**src/rtl/mesi_isc_bus_monitor_if.sv**
```systemverilog
// Bundle of MESI ISC main and coherence bus signals seen by the monitor.
// master: the side driving the buses; slave: a passive observer such as the monitor.
interface mesi_isc_bus_monitor_if #(
    parameter int CPU_COUNT      = 4,
    parameter int ADDR_WIDTH     = 32,
    parameter int MBUS_CMD_WIDTH = 3,
    parameter int CBUS_CMD_WIDTH = 3
);
    logic [CPU_COUNT*MBUS_CMD_WIDTH-1:0] mbus_cmd_i;
    logic [CPU_COUNT*ADDR_WIDTH-1:0]     mbus_addr_i;
    logic [CPU_COUNT-1:0]                mbus_ack_i;
    logic [CPU_COUNT*CBUS_CMD_WIDTH-1:0] cbus_cmd_i;
    logic [ADDR_WIDTH-1:0]               cbus_addr_i;
    logic [CPU_COUNT-1:0]                cbus_ack_i;

    modport master (
        output mbus_cmd_i, mbus_addr_i, mbus_ack_i,
        output cbus_cmd_i, cbus_addr_i, cbus_ack_i
    );

    modport slave (
        input mbus_cmd_i, mbus_addr_i, mbus_ack_i,
        input cbus_cmd_i, cbus_addr_i, cbus_ack_i
    );
endinterface

```
**src/rtl/mesi_isc_bus_monitor.sv**
```systemverilog
// Passive protocol monitor for the MESI ISC main/coherence buses.
// Ports: clk, rst (sync, high), clr_i (clear errors), bus (observed buses),
// err_o (7 sticky bits per port), err_valid_o/err_port_o/err_code_o (first error),
// txn_cnt_o (saturating completed main-bus transactions per port). All outputs registered.
module mesi_isc_bus_monitor #(
    parameter int CPU_COUNT      = 4,
    parameter int ADDR_WIDTH     = 32,
    parameter int MBUS_CMD_WIDTH = 3,
    parameter int CBUS_CMD_WIDTH = 3,
    parameter int TIMEOUT        = 64,
    parameter int CNT_WIDTH      = 16,
    localparam int PW = (CPU_COUNT > 1) ? $clog2(CPU_COUNT) : 1
) (
    input  logic                           clk,
    input  logic                           rst,
    input  logic                           clr_i,
    mesi_isc_bus_monitor_if.slave          bus,
    output logic [CPU_COUNT*7-1:0]         err_o,
    output logic                           err_valid_o,
    output logic [PW-1:0]                  err_port_o,
    output logic [2:0]                     err_code_o,
    output logic [CPU_COUNT*CNT_WIDTH-1:0] txn_cnt_o
);
    localparam int MW  = MBUS_CMD_WIDTH;
    localparam int CW  = CBUS_CMD_WIDTH;
    localparam int AW  = ADDR_WIDTH;
    localparam int WCW = $clog2(TIMEOUT + 1);

    typedef enum logic {S_IDLE = 1'b0, S_WAIT = 1'b1} state_t;

    state_t               state_q [CPU_COUNT];
    logic [MW-1:0]        cmd_q   [CPU_COUNT];
    logic [AW-1:0]        addr_q  [CPU_COUNT];
    logic [WCW-1:0]       wcnt_q  [CPU_COUNT];
    logic [CNT_WIDTH-1:0] cnt_q   [CPU_COUNT];
    logic [CW-1:0]        ccmd_q  [CPU_COUNT];
    logic [AW-1:0]        caddr_q [CPU_COUNT];
    logic [CPU_COUNT-1:0] cpend_q;

    logic [CPU_COUNT*7-1:0] err_q;
    logic                   ev_q;
    logic [PW-1:0]          port_q;
    logic [2:0]             code_q;

    logic [MW-1:0]          mcmd  [CPU_COUNT];
    logic [AW-1:0]          maddr [CPU_COUNT];
    logic [CW-1:0]          ccmd  [CPU_COUNT];
    logic [CPU_COUNT-1:0]   mack;
    logic [CPU_COUNT-1:0]   cack;
    logic [CPU_COUNT-1:0]   ack_low;
    logic                   ack_multi;
    logic [CPU_COUNT-1:0]   done;
    logic [CPU_COUNT*7-1:0] err_new;
    logic                   found;
    logic [PW-1:0]          fport;
    logic [2:0]             fcode;

    assign mack = bus.mbus_ack_i;
    assign cack = bus.cbus_ack_i;

    always_comb begin
        // Isolate the lowest set ack bit; more than one set bit is a multi-ack.
        ack_low   = mack & (~mack + CPU_COUNT'(1));
        ack_multi = (mack & (mack - CPU_COUNT'(1))) != '0;
        err_new   = '0;
        done      = '0;
        for (int p = 0; p < CPU_COUNT; p++) begin
            mcmd[p]  = bus.mbus_cmd_i[p*MW +: MW];
            maddr[p] = bus.mbus_addr_i[p*AW +: AW];
            ccmd[p]  = bus.cbus_cmd_i[p*CW +: CW];
            done[p]  = mack[p] && (state_q[p] == S_WAIT || mcmd[p] != '0);
            err_new[p*7+0] = (state_q[p] == S_WAIT) &&
                             (mcmd[p] != cmd_q[p] || maddr[p] != addr_q[p]);
            err_new[p*7+1] = mack[p] && (mcmd[p] == '0);
            // Counter saturates at TIMEOUT, so this fires only on the first crossing.
            err_new[p*7+2] = (state_q[p] == S_WAIT) && !mack[p] &&
                             (wcnt_q[p] == WCW'(TIMEOUT - 1));
            err_new[p*7+3] = cpend_q[p] &&
                             (ccmd[p] != ccmd_q[p] || bus.cbus_addr_i != caddr_q[p]);
            err_new[p*7+4] = cack[p] && (ccmd[p] == '0);
            err_new[p*7+5] = ack_multi && ack_low[p];
            err_new[p*7+6] = mcmd[p] > MW'(4);
        end
        found = 1'b0;
        fport = '0;
        fcode = '0;
        for (int p = 0; p < CPU_COUNT; p++) begin
            for (int b = 0; b < 7; b++) begin
                if (!found && err_new[p*7+b]) begin
                    found = 1'b1;
                    fport = PW'(p);
                    fcode = 3'(b);
                end
            end
        end
    end

    always_ff @(posedge clk) begin
        if (rst) begin
            for (int p = 0; p < CPU_COUNT; p++) begin
                state_q[p] <= S_IDLE;
                cmd_q[p]   <= '0;
                addr_q[p]  <= '0;
                wcnt_q[p]  <= '0;
                cnt_q[p]   <= '0;
                ccmd_q[p]  <= '0;
                caddr_q[p] <= '0;
            end
            cpend_q <= '0;
            err_q   <= '0;
            ev_q    <= 1'b0;
            port_q  <= '0;
            code_q  <= '0;
        end else begin
            for (int p = 0; p < CPU_COUNT; p++) begin
                unique case (state_q[p])
                    S_IDLE: begin
                        if (mcmd[p] != '0 && !mack[p]) begin
                            state_q[p] <= S_WAIT;
                            cmd_q[p]   <= mcmd[p];
                            addr_q[p]  <= maddr[p];
                            wcnt_q[p]  <= WCW'(1);
                        end
                    end
                    S_WAIT: begin
                        if (mack[p]) begin
                            state_q[p] <= S_IDLE;
                        end else if (wcnt_q[p] != WCW'(TIMEOUT)) begin
                            wcnt_q[p] <= wcnt_q[p] + WCW'(1);
                        end
                    end
                endcase
                if (done[p] && cnt_q[p] != '1) begin
                    cnt_q[p] <= cnt_q[p] + CNT_WIDTH'(1);
                end
                cpend_q[p] <= (ccmd[p] != '0) && !cack[p];
                ccmd_q[p]  <= ccmd[p];
                caddr_q[p] <= bus.cbus_addr_i;
            end
            // Clear first, then fold in anything detected this same cycle.
            err_q <= (clr_i ? '0 : err_q) | err_new;
            if (clr_i || !ev_q) begin
                ev_q   <= found;
                port_q <= fport;
                code_q <= fcode;
            end
        end
    end

    always_comb begin
        txn_cnt_o = '0;
        for (int p = 0; p < CPU_COUNT; p++) begin
            txn_cnt_o[p*CNT_WIDTH +: CNT_WIDTH] = cnt_q[p];
        end
    end

    assign err_o       = err_q;
    assign err_valid_o = ev_q;
    assign err_port_o  = port_q;
    assign err_code_o  = code_q;
endmodule

```
**src/flat_wrapper.sv**
```systemverilog
// flat-port wrapper written by rule: the top's interface ports become plain ports
module mesi_isc_bus_monitor_flat 
#(
    parameter int CPU_COUNT      = 4,
    parameter int ADDR_WIDTH     = 32,
    parameter int MBUS_CMD_WIDTH = 3,
    parameter int CBUS_CMD_WIDTH = 3,
    parameter int TIMEOUT        = 64,
    parameter int CNT_WIDTH      = 16,
    localparam int PW = (CPU_COUNT > 1) ? $clog2(CPU_COUNT) : 1
)
  (clk, rst, clr_i, err_o, err_valid_o, err_port_o, err_code_o, txn_cnt_o, bus_mbus_cmd_i, bus_mbus_addr_i, bus_mbus_ack_i, bus_cbus_cmd_i, bus_cbus_addr_i, bus_cbus_ack_i);
  mesi_isc_bus_monitor_if #(.CPU_COUNT(CPU_COUNT), .ADDR_WIDTH(ADDR_WIDTH), .MBUS_CMD_WIDTH(MBUS_CMD_WIDTH), .CBUS_CMD_WIDTH(CBUS_CMD_WIDTH)) bus_i ();
  input  logic clk;
  input  logic rst;
  input  logic clr_i;
  output logic [CPU_COUNT*7-1:0] err_o;
  output logic err_valid_o;
  output logic [PW-1:0] err_port_o;
  output logic [2:0] err_code_o;
  output logic [CPU_COUNT*CNT_WIDTH-1:0] txn_cnt_o;
  input wire logic [$bits(bus_i.mbus_cmd_i)-1:0] bus_mbus_cmd_i;
  input wire logic [$bits(bus_i.mbus_addr_i)-1:0] bus_mbus_addr_i;
  input wire logic [$bits(bus_i.mbus_ack_i)-1:0] bus_mbus_ack_i;
  input wire logic [$bits(bus_i.cbus_cmd_i)-1:0] bus_cbus_cmd_i;
  input wire logic [$bits(bus_i.cbus_addr_i)-1:0] bus_cbus_addr_i;
  input wire logic [$bits(bus_i.cbus_ack_i)-1:0] bus_cbus_ack_i;
  assign bus_i.mbus_cmd_i = bus_mbus_cmd_i;
  assign bus_i.mbus_addr_i = bus_mbus_addr_i;
  assign bus_i.mbus_ack_i = bus_mbus_ack_i;
  assign bus_i.cbus_cmd_i = bus_cbus_cmd_i;
  assign bus_i.cbus_addr_i = bus_cbus_addr_i;
  assign bus_i.cbus_ack_i = bus_cbus_ack_i;
  mesi_isc_bus_monitor #(.CPU_COUNT(CPU_COUNT), .ADDR_WIDTH(ADDR_WIDTH), .MBUS_CMD_WIDTH(MBUS_CMD_WIDTH), .CBUS_CMD_WIDTH(CBUS_CMD_WIDTH), .TIMEOUT(TIMEOUT), .CNT_WIDTH(CNT_WIDTH)) u_core (.clk(clk), .rst(rst), .clr_i(clr_i), .bus(bus_i), .err_o(err_o), .err_valid_o(err_valid_o), .err_port_o(err_port_o), .err_code_o(err_code_o), .txn_cnt_o(txn_cnt_o));
endmodule
```
**config.mk**
```make
export PLATFORM = sky130hd
export DESIGN_NAME = mesi_isc_bus_monitor_flat
export DESIGN_NICKNAME = d
export VERILOG_FILES = /design/src/rtl/mesi_isc_bus_monitor_if.sv /design/src/rtl/mesi_isc_bus_monitor.sv /design/src/flat_wrapper.sv
export SDC_FILE = /design/constraint.sdc
export NUM_CORES = 1
export LEC_CHECK = 0
export BUFFER_PORTS_ARGS = -buffer_cell sky130_fd_sc_hd__buf_2
export CAP_MARGIN = 20
export CORE_AREA = 10 10 244 246
export CTS_BUF_LIST = sky130_fd_sc_hd__clkbuf_8 sky130_fd_sc_hd__clkbuf_16
export CTS_CLUSTER_DIAMETER = 60
export DETAILED_ROUTE_END_ITERATION = 10
export DIE_AREA = 0 0 254 256
export PLACE_DENSITY = 0.53
export SLEW_MARGIN = 20
export SYNTH_ARGS = -nofsm -noshare
export SYNTH_HDL_FRONTEND = slang
export SYNTH_SLANG_ARGS = --single-unit
```
**constraint.sdc**
```tcl
create_clock -name clk -period 3.3 [get_ports clk]
set_input_delay 0.66 -clock clk [delete_from_list [all_inputs] [get_ports clk]]
set_output_delay 0.66 -clock clk [all_outputs]
set_load 0.01 [all_outputs]
```
==> metrics.cfg, run 1 <==
[place]
port_buffers=292
gp_congestion=0.7717
hpwlAfterDp_um=30210

[layout]
seq_area_mm2=0.008728
fin_nets=1870
syn_to_final_growth_pct=25.58
drive_above_1_share_pct=24.10
multi_input_area_mm2=0.006200
fillers=5576

[clock_network]
clkLatencyLatePin_ns=0.55
clkTransAtPathRegs_ns=0.06
cts-buffers-inserted=43
post_cts_resized=0
htreeDepth=2
cts_tree=done
cts_setup_buffers=0
hold_buffers=0
clock-sinks=318
clock-root-buffer=clkbuf_16
clock_path_buffers=3

[drt]
drt_iter0_markers=392
routedWlPerCell_um=16.96
postRouteAntennaNets=0
first_pass_iters=6
wl_um=40780
drc_errors=0
via_count=10640
via_per_inst=4.425

[sta]
tightest_slew_ns=0.8321
rsz0062_at_grt=false
clock_skew_ns=0.009938
hold-worst-slack_ns=0.2931
tns_ns=0
period_needed_ns=2.892
finalHoldViolations=0
relSlewSlack_pct=44.53
fin_crit_sh_pct=87.65
timing.fmax_mhz=345.7
setup_viol_count_final=0
slew_viol_final=0

[floorplan]
die_area_mm2=0.06502
fp.dieW_um=254
die_y_um=256
io_pins=293
initial_core_util_pct=27.72
fp-row-count=86
fp.coreArea_mm2=0.05466

[run_status]
status=complete, no violations

[synth]
seq_area_frac_synth_pct=57.60
ys.flop_type=edfxtp_1
netlist_area_mm2=0.01515
async_flop_share_pct=0
syn_nets=1549
synth_cells=1342
synth_cell_types=48
ys_seq_elements=318
avgSynthCellArea_um2=11.29
yosysWarnings=0
synth_largest_area_cell=edfxtp_1
synth_area_leaders=edfxtp_1 47%, dfxtp_1 11%, xor2_1 10%, and2_1 5.9%, xnor2_1 4.6%
synth-edff-count=236
yosys.area.top_type_share_pct=46.77

[setup_path]
cp_data_arrival_time_ns=3.36
reg2reg_from=u_core.caddr_q[3][6]$_SDFF_PP0_
worst-setup-path-type=register to register
cp-end-kind=register
crit_fanout=7
cp.required_ns=3.77
crit_start=u_core.caddr_q[3][6]$_SDFF_PP0_
worst_setup_path_start_kind=register

[power]
pwr-share-comb_pct=10.3
clock_power_share_pct=44.4
p_total_w=0.01070
power.share.sequential_pct=45.3
ir_drop_mv=0.3768
p_per_area_mw_per_mm2=562.3
p_int_w=0.008003
swShare_pct=25.21
netSwitchingPower_w=0.002697
p_leak_nw=7.677

[grt]
grt_first_pass_wirelength_um=62310
grt-ovfl-total=0
antenna_found_initial=11
grt_max_degree=54
track_usage_pct=12.22
grt_pass1_vias=10800

[flow_run]
drv_cap=0

[min_path]
worstHoldStart=bus_cbus_ack_i[2]
hp-class=input pin to register

## power groups by stage
stage / combinational, W / clock, W / sequential (W)
2_1_floorplan: 0.000620 / 0 / 0.00492
3_3_place_gp: 0.00111 / 0 / 0.00492
3_5_place_dp: 0.00112 / 0 / 0.00493
4_1_cts: 0.00113 / 0.00494 / 0.00485
5_1_grt: 0.00124 / 0.00510 / 0.00489
6_report: 0.00110 / 0.00475 / 0.00485
## final timing paths
kind                                  endpoint  slack, ns  depth (start not counted)
min reg2reg         u_core.err_o[8]$_SDFF_PP0_       0.46                          2
max          u_core.err_code_o[1]$_SDFFE_PP0P_       0.41                          8
min               u_core.cpend_q[2]$_SDFF_PP0_       0.29                          2
max reg2reg  u_core.err_code_o[1]$_SDFFE_PP0P_       0.41                          8
## Yosys cell counts, drive strengths merged, types with 12 or more instances
master / instances
nand3: 47
clkbuf: 38
dfxtp: 82
inv: 29
nor3: 26
nor2: 141
nor2b: 46
ha: 12
nand2: 81
a21oi: 36
nand4: 28
edfxtp: 236
nor4: 43
xor2: 179
xnor2: 80
and2: 146
## per-stage QoR
| step | cells | setup WS, ns | utilization, % | cell area (µm²) |
|---|---|---|---|---|
| finish | 2405 | 0.4077 | 34.81 | 19030 |
| global route | 2404 | 0.2285 | 34.81 | 19030 |
| CTS | 2401 | 0.4446 | 34.79 | 19020 |
| detailed placement | 2322 | -0.006853 | 32.15 | 17570 |
| global placement | 2322 | 0.09463 | 32.13 | 17570 |
| floorplan | 1342 | 0.5832 | - | 15150 |
## cell type report
cell class / instances / area share, %
Clock inverter: 34 / 1.677
Timing Repair Buffer: 316 / 8.705
Sequential cell: 318 / 45.87
Clock buffer: 45 / 5.918
Tap cell: 704 / 4.629
Multi-Input combinational cell: 955 / 32.58
Inverter: 29 / 0.5720
Antenna cell: 4 / 0.05260
## layer usage
metal	track usage (%)	up-vias	wire [µm]
met4	3.609	12	903
li1	-	5289	-
met5	0	-	76
met3	4.650	64	3154
met2	19.10	230	18500
met1	15.35	5046	18150
## cell usage in the layout, fill, tap and decap left out, types with 11 or more instances in the layout
cell,instances
buf_2,291
edfxtp_1,236
xor2_1,179
and2_1,144
nor2_1,141
dfxtp_1,82
nand2_1,81
xnor2_1,80
nor2b_1,46
nand3_1,45
clkbuf_16,45
a21oi_1,36
nor4_1,35
inv_1,33
nand4_1,28
nor3_1,25
buf_4,24
ha_1,12
nand2b_1,11
and3_1,11
o21ai_0,11
## kinds of logic (layout without fill, tap and decap cells)
kind of cell | count (synthesis) | after routing | synth area share, %
other | 0 | 4 | 0
AND/OR/NAND/NOR | 598 | 598 | 21.13
AO/OA/AOI/OAI | 85 | 85 | 3.534
flip-flops | 318 | 318 | 57.60
multiplexers | 1 | 1 | 0.06606
XOR/XNOR | 259 | 259 | 14.97
buffers and inverters | 69 | 424 | 1.709
adder cells (fa/ha/maj) | 12 | 12 | 0.9908
## worst max-delay path, cell delays in order, from the launching register on
cell      delay, ns
dfxtp_1        0.31
xnor2_1        0.18
nand4_1        0.19
nor4_4         0.48
a31oi_1        0.38
or4_4          0.54
nor3_4         0.31
o211ai_1       0.15
a311oi_1       0.27
## state kept, by name (all words and copies together) (netlist names)
register / cells
u_core.addr_q: 128
u_core.caddr_q: 32
u_core.ccmd_q: 12
u_core.cmd_q: 12
u_core.cnt_q: 64
u_core.cpend_q: 4
u_core.err_code_o: 3
u_core.err_o: 28
u_core.err_port_o: 2
u_core.err_valid_o: 1
u_core.state_q: 4
u_core.wcnt_q: 28
(Power assumes the default switching activity.)
==> run 2: changes to the inputs <==
clock period = 3.1 ns   (was 3.3 ns; I/O delays follow)
==> run 2 against run 1 <==
Compared with the run above: critical path depth is 2 higher; clock power up 6.3%; wire length increased by 0.82%; combinational power increased by 8%; worst hold slack lost 0.040 ns; power up 6.5%; utilization up 0.14 points; clock skew is 0.0088 ns higher; global-route usage rose by 0.18 points; final area rose by 0.39%; final cell count up 0.54%; sequential power up 6.4%.
==> metrics.cfg, run 2 (synthesis results as in run 1) <==
[run_status]
status=complete, no violations

[clock_network]
clkTransAtPathRegs_ns=0.05
post_cts_resized=0
hold_buffers=0
cts_setup_buffers=0
htreeDepth=2
clkLatencyLatePin_ns=0.56
clock-root-buffer=clkbuf_16
cts_tree=done
clock_path_buffers=3
cts-buffers-inserted=43
clock-sinks=318

[drt]
route.layer.met1.wl_um=18200
wl_met2_um=18460
drc_errors=0
dr_wl_met3_um=3359
postRouteAntennaNets=0
wl_um=41120
first_pass_iters=4
via_count=10680
via_per_inst=4.415
drt_iter0_markers=395
highest_layer=met5
routedWlPerCell_um=17.00

[sta]
setup_viol_count_final=0
timing.fmax_mhz=355.0
period_needed_ns=2.817
fin_crit_sh_pct=90.86
tightest_slew_ns=0.7891
slew_viol_final=0
rsz0062_at_grt=false
finalHoldViolations=0
clock_skew_ns=0.01877
relSlewSlack_pct=47.40

[grt]
antenna_found_initial=13
grt_first_pass_wirelength_um=63480
grt-ovfl-total=0
track_usage_pct=12.40
grt_pass1_vias=10890
grt_max_degree=41

[setup_path]
path_buf_inv=2
cp_data_arrival_time_ns=3.28
r2r_cells=10
worst_setup_path_start_kind=register
cpLargestDelayFamily=simple AND/OR/NAND/NOR gates
crit_cells=10
cp-end-kind=register
crit_fanout=4
worst-setup-path-type=register to register
cp.required_ns=3.56
max_stage_delay_ns=0.38
slowest_stage=edfxtp_1
crit_chain=xor2_1 > nor4_1 > buf_4 > nand4_1 > o31a_1 > buf_4 > nor4_1 > nand2b_1 > or3_1 > a311oi_1

[power]
p_leak_nw=7.751
ir_drop_mv=0.3832
p_per_area_mw_per_mm2=596.2

[layout]
multi_input_area_mm2=0.006191
layout_common_cells=291 x buf_2, 236 x edfxtp_1, 179 x xor2_1
reg_top3=u_core.addr_q: 128 flops, u_core.cnt_q: 64 flops, u_core.caddr_q: 32 flops
largest_register_ffs=128
fin_nets=1883
syn_to_final_growth_pct=26.08
seq_area_mm2=0.008728
top_register=u_core.addr_q
final_common_cell=buf_2
final_cells=2418
final_cell_area_mm2=0.01910
drive_above_1_share_pct=24.58
fillers=5549

[floorplan]
initial_core_util_pct=27.72
fp.coreArea_mm2=0.05466
fp-row-count=86
die_y_um=256
fp.dieW_um=254
die_area_mm2=0.06502
io_pins=293

[place]
hpwlAfterDp_um=30720
port_buffers=292
gp_congestion=0.7755
dpl_cell_area_mm2=0.01765
dpl.cell_count=2335

[flow_run]
drv_cap=0

[min_path]
whs_path_depth=2
hp-class=input pin to register

[run 2: cell types whose count changed in the layout (fill, tap and decap cells not counted), sizes merged]
cell,before,now
clkinv,15,12
buf,316,329
inv,40,42
clkinvlp,3,2
diode,4,5
bufinv,5,6
[run 2: final cells by class]
type / instances / share of cell area, %
Tap cell: 704 / 4.611
Timing Repair Buffer: 329 / 9.116
Antenna cell: 5 / 0.06549
Sequential cell: 318 / 45.69
Inverter: 29 / 0.5698
Clock buffer: 45 / 5.835
Multi-Input combinational cell: 955 / 32.41
Clock inverter: 33 / 1.709
[run 2: path summary, 6_finish.rpt]
check | to | slack, ns | from
setup / recovery | u_core.err_code_o[1]$_SDFFE_PP0P_ | 0.28 | u_core.addr_q[0][8]$_SDFFCE_PN0P_
hold reg to reg | u_core.err_o[8]$_SDFF_PP0_ | 0.46 | u_core.err_o[8]$_SDFF_PP0_
hold / removal | u_core.cpend_q[2]$_SDFF_PP0_ | 0.25 | bus_cbus_ack_i[2]
setup reg to reg | u_core.err_code_o[1]$_SDFFE_PP0P_ | 0.28 | u_core.addr_q[0][8]$_SDFFCE_PN0P_
[run 2: through the flow]
step                      hold slack, ns  worst slack [ns]  power, W   TNS, ns  util, %
after floorplan                   0.4486            0.4232  0.005900         0        -
after global placement            0.4501          -0.07433  0.006430   -0.1541    32.29
after detailed placement          0.4522          -0.05988  0.006459  -0.07243    32.29
after CTS                         0.1971            0.2448   0.01162         0    34.93
after global routing              0.2287           0.09091   0.01194         0    34.94
final                             0.2531            0.2832   0.01139         0    34.95
[run 2: power breakdown]
group	switching, W	internal (W)	total [W]
logic	0.000666	0.000521	0.00119
clock network	0.00194	0.00311	0.00505
registers	0.000218	0.00494	0.00516
[run 2: worst register-to-register path: cells and delay by family (launching register included)]
| kind | cells | cell delay, ns |
|---|---|---|
| xor gates and xnor gates | 1 | 0.17 |
| AOI/OAI and AO/OA | 2 | 0.54 |
| DFF | 1 | 0.38 |
| buffers and inverters | 2 | 0.34 |
| and+or+nand+nor | 5 | 1.30 |
[run 2: layer usage]
metal / track usage [%] / up-vias
met5: 0 / -
met4: 3.659 / 18
met3: 4.528 / 77
met2: 19.31 / 234
met1: 15.77 / 5023
li1: - / 5324
==> run 3: changes to the inputs <==
REMOVE_ABC_BUFFERS = 1   (was unset)
TNS_END_PERCENT = 50   (was unset)
==> run 3 against run 2 <==
Compared with the run above: die area stayed put; worst setup slack worse by 0.070 ns; via count is 0.37% higher; power is 2.0% lower; non-clock buffer count stayed put; clock power is 4.8% lower; sequential share of layout area is 0.15 points higher.
==> metrics.cfg, run 3 (synthesis results as in run 1) <==
[run_status]
status=complete, no violations

[clock_network]
clock-root-buffer=clkbuf_16
clock_path_buffers=3
clkTransAtPathRegs_ns=0.06
cts_setup_buffers=0
clock-sinks=318
htreeDepth=2
post_cts_resized=0
clkLatencyLatePin_ns=0.56
hold_buffers=0
cts-buffers-inserted=44
cts_tree=done

[drt]
postRouteAntennaNets=0
first_pass_iters=5
via_count=10720
routedWlPerCell_um=17.14
via_per_inst=4.430
wl_um=41460
drt_iter0_markers=484
drc_errors=0

[sta]
rsz0062_at_grt=false
period_needed_ns=2.887
setup_viol_count_final=0
clock_skew_ns=0.01407
slew_viol_final=0
hold-worst-slack_ns=0.2555
relSlewSlack_pct=45.54
setup_slack_ns=0.2133
timing.fmax_mhz=346.4
finalHoldViolations=0
fin_crit_sh_pct=93.12
tightest_slew_ns=0.8169

[layout]
syn_to_final_growth_pct=25.67
reg_top3=u_core.addr_q: 128 flops, u_core.cnt_q: 64 flops, u_core.caddr_q: 32 flops
fin_nets=1884
layout_common_cells=291 x buf_2, 236 x edfxtp_1, 179 x xor2_1
drive_above_1_share_pct=24.37
final_common_cell=buf_2
multi_input_area_mm2=0.006191
largest_register_ffs=128
seq_area_mm2=0.008728
top_register=u_core.addr_q
fillers=5558

[power]
p_leak_nw=7.735
ir_drop_mv=0.4015
p_per_area_mw_per_mm2=586.1

[floorplan]
io_pins=293
fp.coreArea_mm2=0.05466
fp.dieW_um=254
die_area_mm2=0.06502
die_y_um=256
initial_core_util_pct=27.72
fp-row-count=86

[place]
gp_congestion=0.7813
port_buffers=292
hpwlAfterDp_um=30870
post-place-ws_ns=-0.1711

[setup_path]
r2r_cells=9
crit_cells=9
cp-end-kind=register
r2r-end=u_core.err_code_o[1]$_SDFFE_PP0P_
slowest_stage=or4_4
crit_chain=xor2_1 > nor4_2 > buf_4 > nand4_1 > o31a_1 > or4_4 > nor3_4 > o211ai_1 > a311oi_1
max_stage_delay_ns=0.55
cp.required_ns=3.57
worst-setup-path-type=register to register
worst_setup_path_start_kind=register
crit_fanout=7
path_buf_inv=1
reg2reg_from=u_core.addr_q[0][25]$_SDFFCE_PN0P_
cpLargestDelayFamily=simple AND/OR/NAND/NOR gates
rrSetupSlack_ns=0.21
cp_data_arrival_time_ns=3.36

[min_path]
hp-class=input pin to register
whs_path_depth=2
worstHoldStart=clr_i
whs_endpoint=u_core.err_o[26]$_SDFF_PP0_

[grt]
grt_first_pass_wirelength_um=64070
grt_max_degree=38
antenna_found_initial=11
grt_pass1_vias=10970
track_usage_pct=12.49
grt-ovfl-total=0

[flow_run]
drv_cap=0

## run 3: cell count changes in the layout (fill, tap and decap cells not counted), sizes merged
cell,change
bufinv,-4
clkinvlp,+1
diode,-1
clkbuf,+2
inv,+5
clkinv,-2
## run 3: per-layer routing
metal | global-route usage, % | up-vias | part of all wire [%]
met1 | 16.09 | 5051 | 45
met3 | 4.193 | 69 | 7.3
met5 | 0 | - | 0.19
met2 | 19.59 | 261 | 46
met4 | 3.409 | 12 | 2.3
li1 | - | 5323 | -
## run 3: cell type report
cell class              count  share of cell area, %
inverters                  29                 0.5716
clock buffers              47                  6.058
repair buffers            329                  9.146
flip-flops and latches    318                  45.83
clock inverters            33                  1.202
multi-input cells         955                  32.51
diodes                      4                0.05256
well taps                 704                  4.625
## run 3: how the worst max path moves through the flow
| stage | from | endpoint |
|---|---|---|
| floorplan | bus_mbus_ack_i[1] | u_core.state_q[0][1]$_SDFFCE_PN0P_ |
| global placement | bus_mbus_addr_i[25] | u_core.err_code_o[1]$_SDFFE_PP0P_ |
| detailed placement | bus_mbus_addr_i[25] | u_core.err_code_o[1]$_SDFFE_PP0P_ |
| CTS | u_core.addr_q[0][25]$_SDFFCE_PN0P_ | u_core.err_code_o[1]$_SDFFE_PP0P_ |
| global route | u_core.addr_q[0][25]$_SDFFCE_PN0P_ | u_core.err_code_o[2]$_SDFFE_PP0P_ |
| finish | u_core.addr_q[0][25]$_SDFFCE_PN0P_ | u_core.err_code_o[1]$_SDFFE_PP0P_ |
## run 3: where the power goes
part           internal (W)  switching (W)  total, W
combinational      0.000519       0.000671   0.00119
sequential          0.00494       0.000222   0.00516
clock               0.00286        0.00195   0.00481
## run 3: through the flow
| stage | util, % | instance area (µm²) | power (W) | cells | setup TNS [ns] |
|---|---|---|---|---|---|
| finish | 34.84 | 19040 | 0.01116 | 2419 | 0 |
| global route | 34.82 | 19040 | 0.01172 | 2416 | 0 |
| CTS | 34.82 | 19030 | 0.01139 | 2415 | 0 |
| detailed placement | 32.29 | 17650 | 0.006460 | 2335 | -0.6510 |
| global placement | 32.29 | 17650 | 0.006436 | 2335 | -0.6526 |
| floorplan | - | 15000 | 0.005869 | 1302 | 0 |
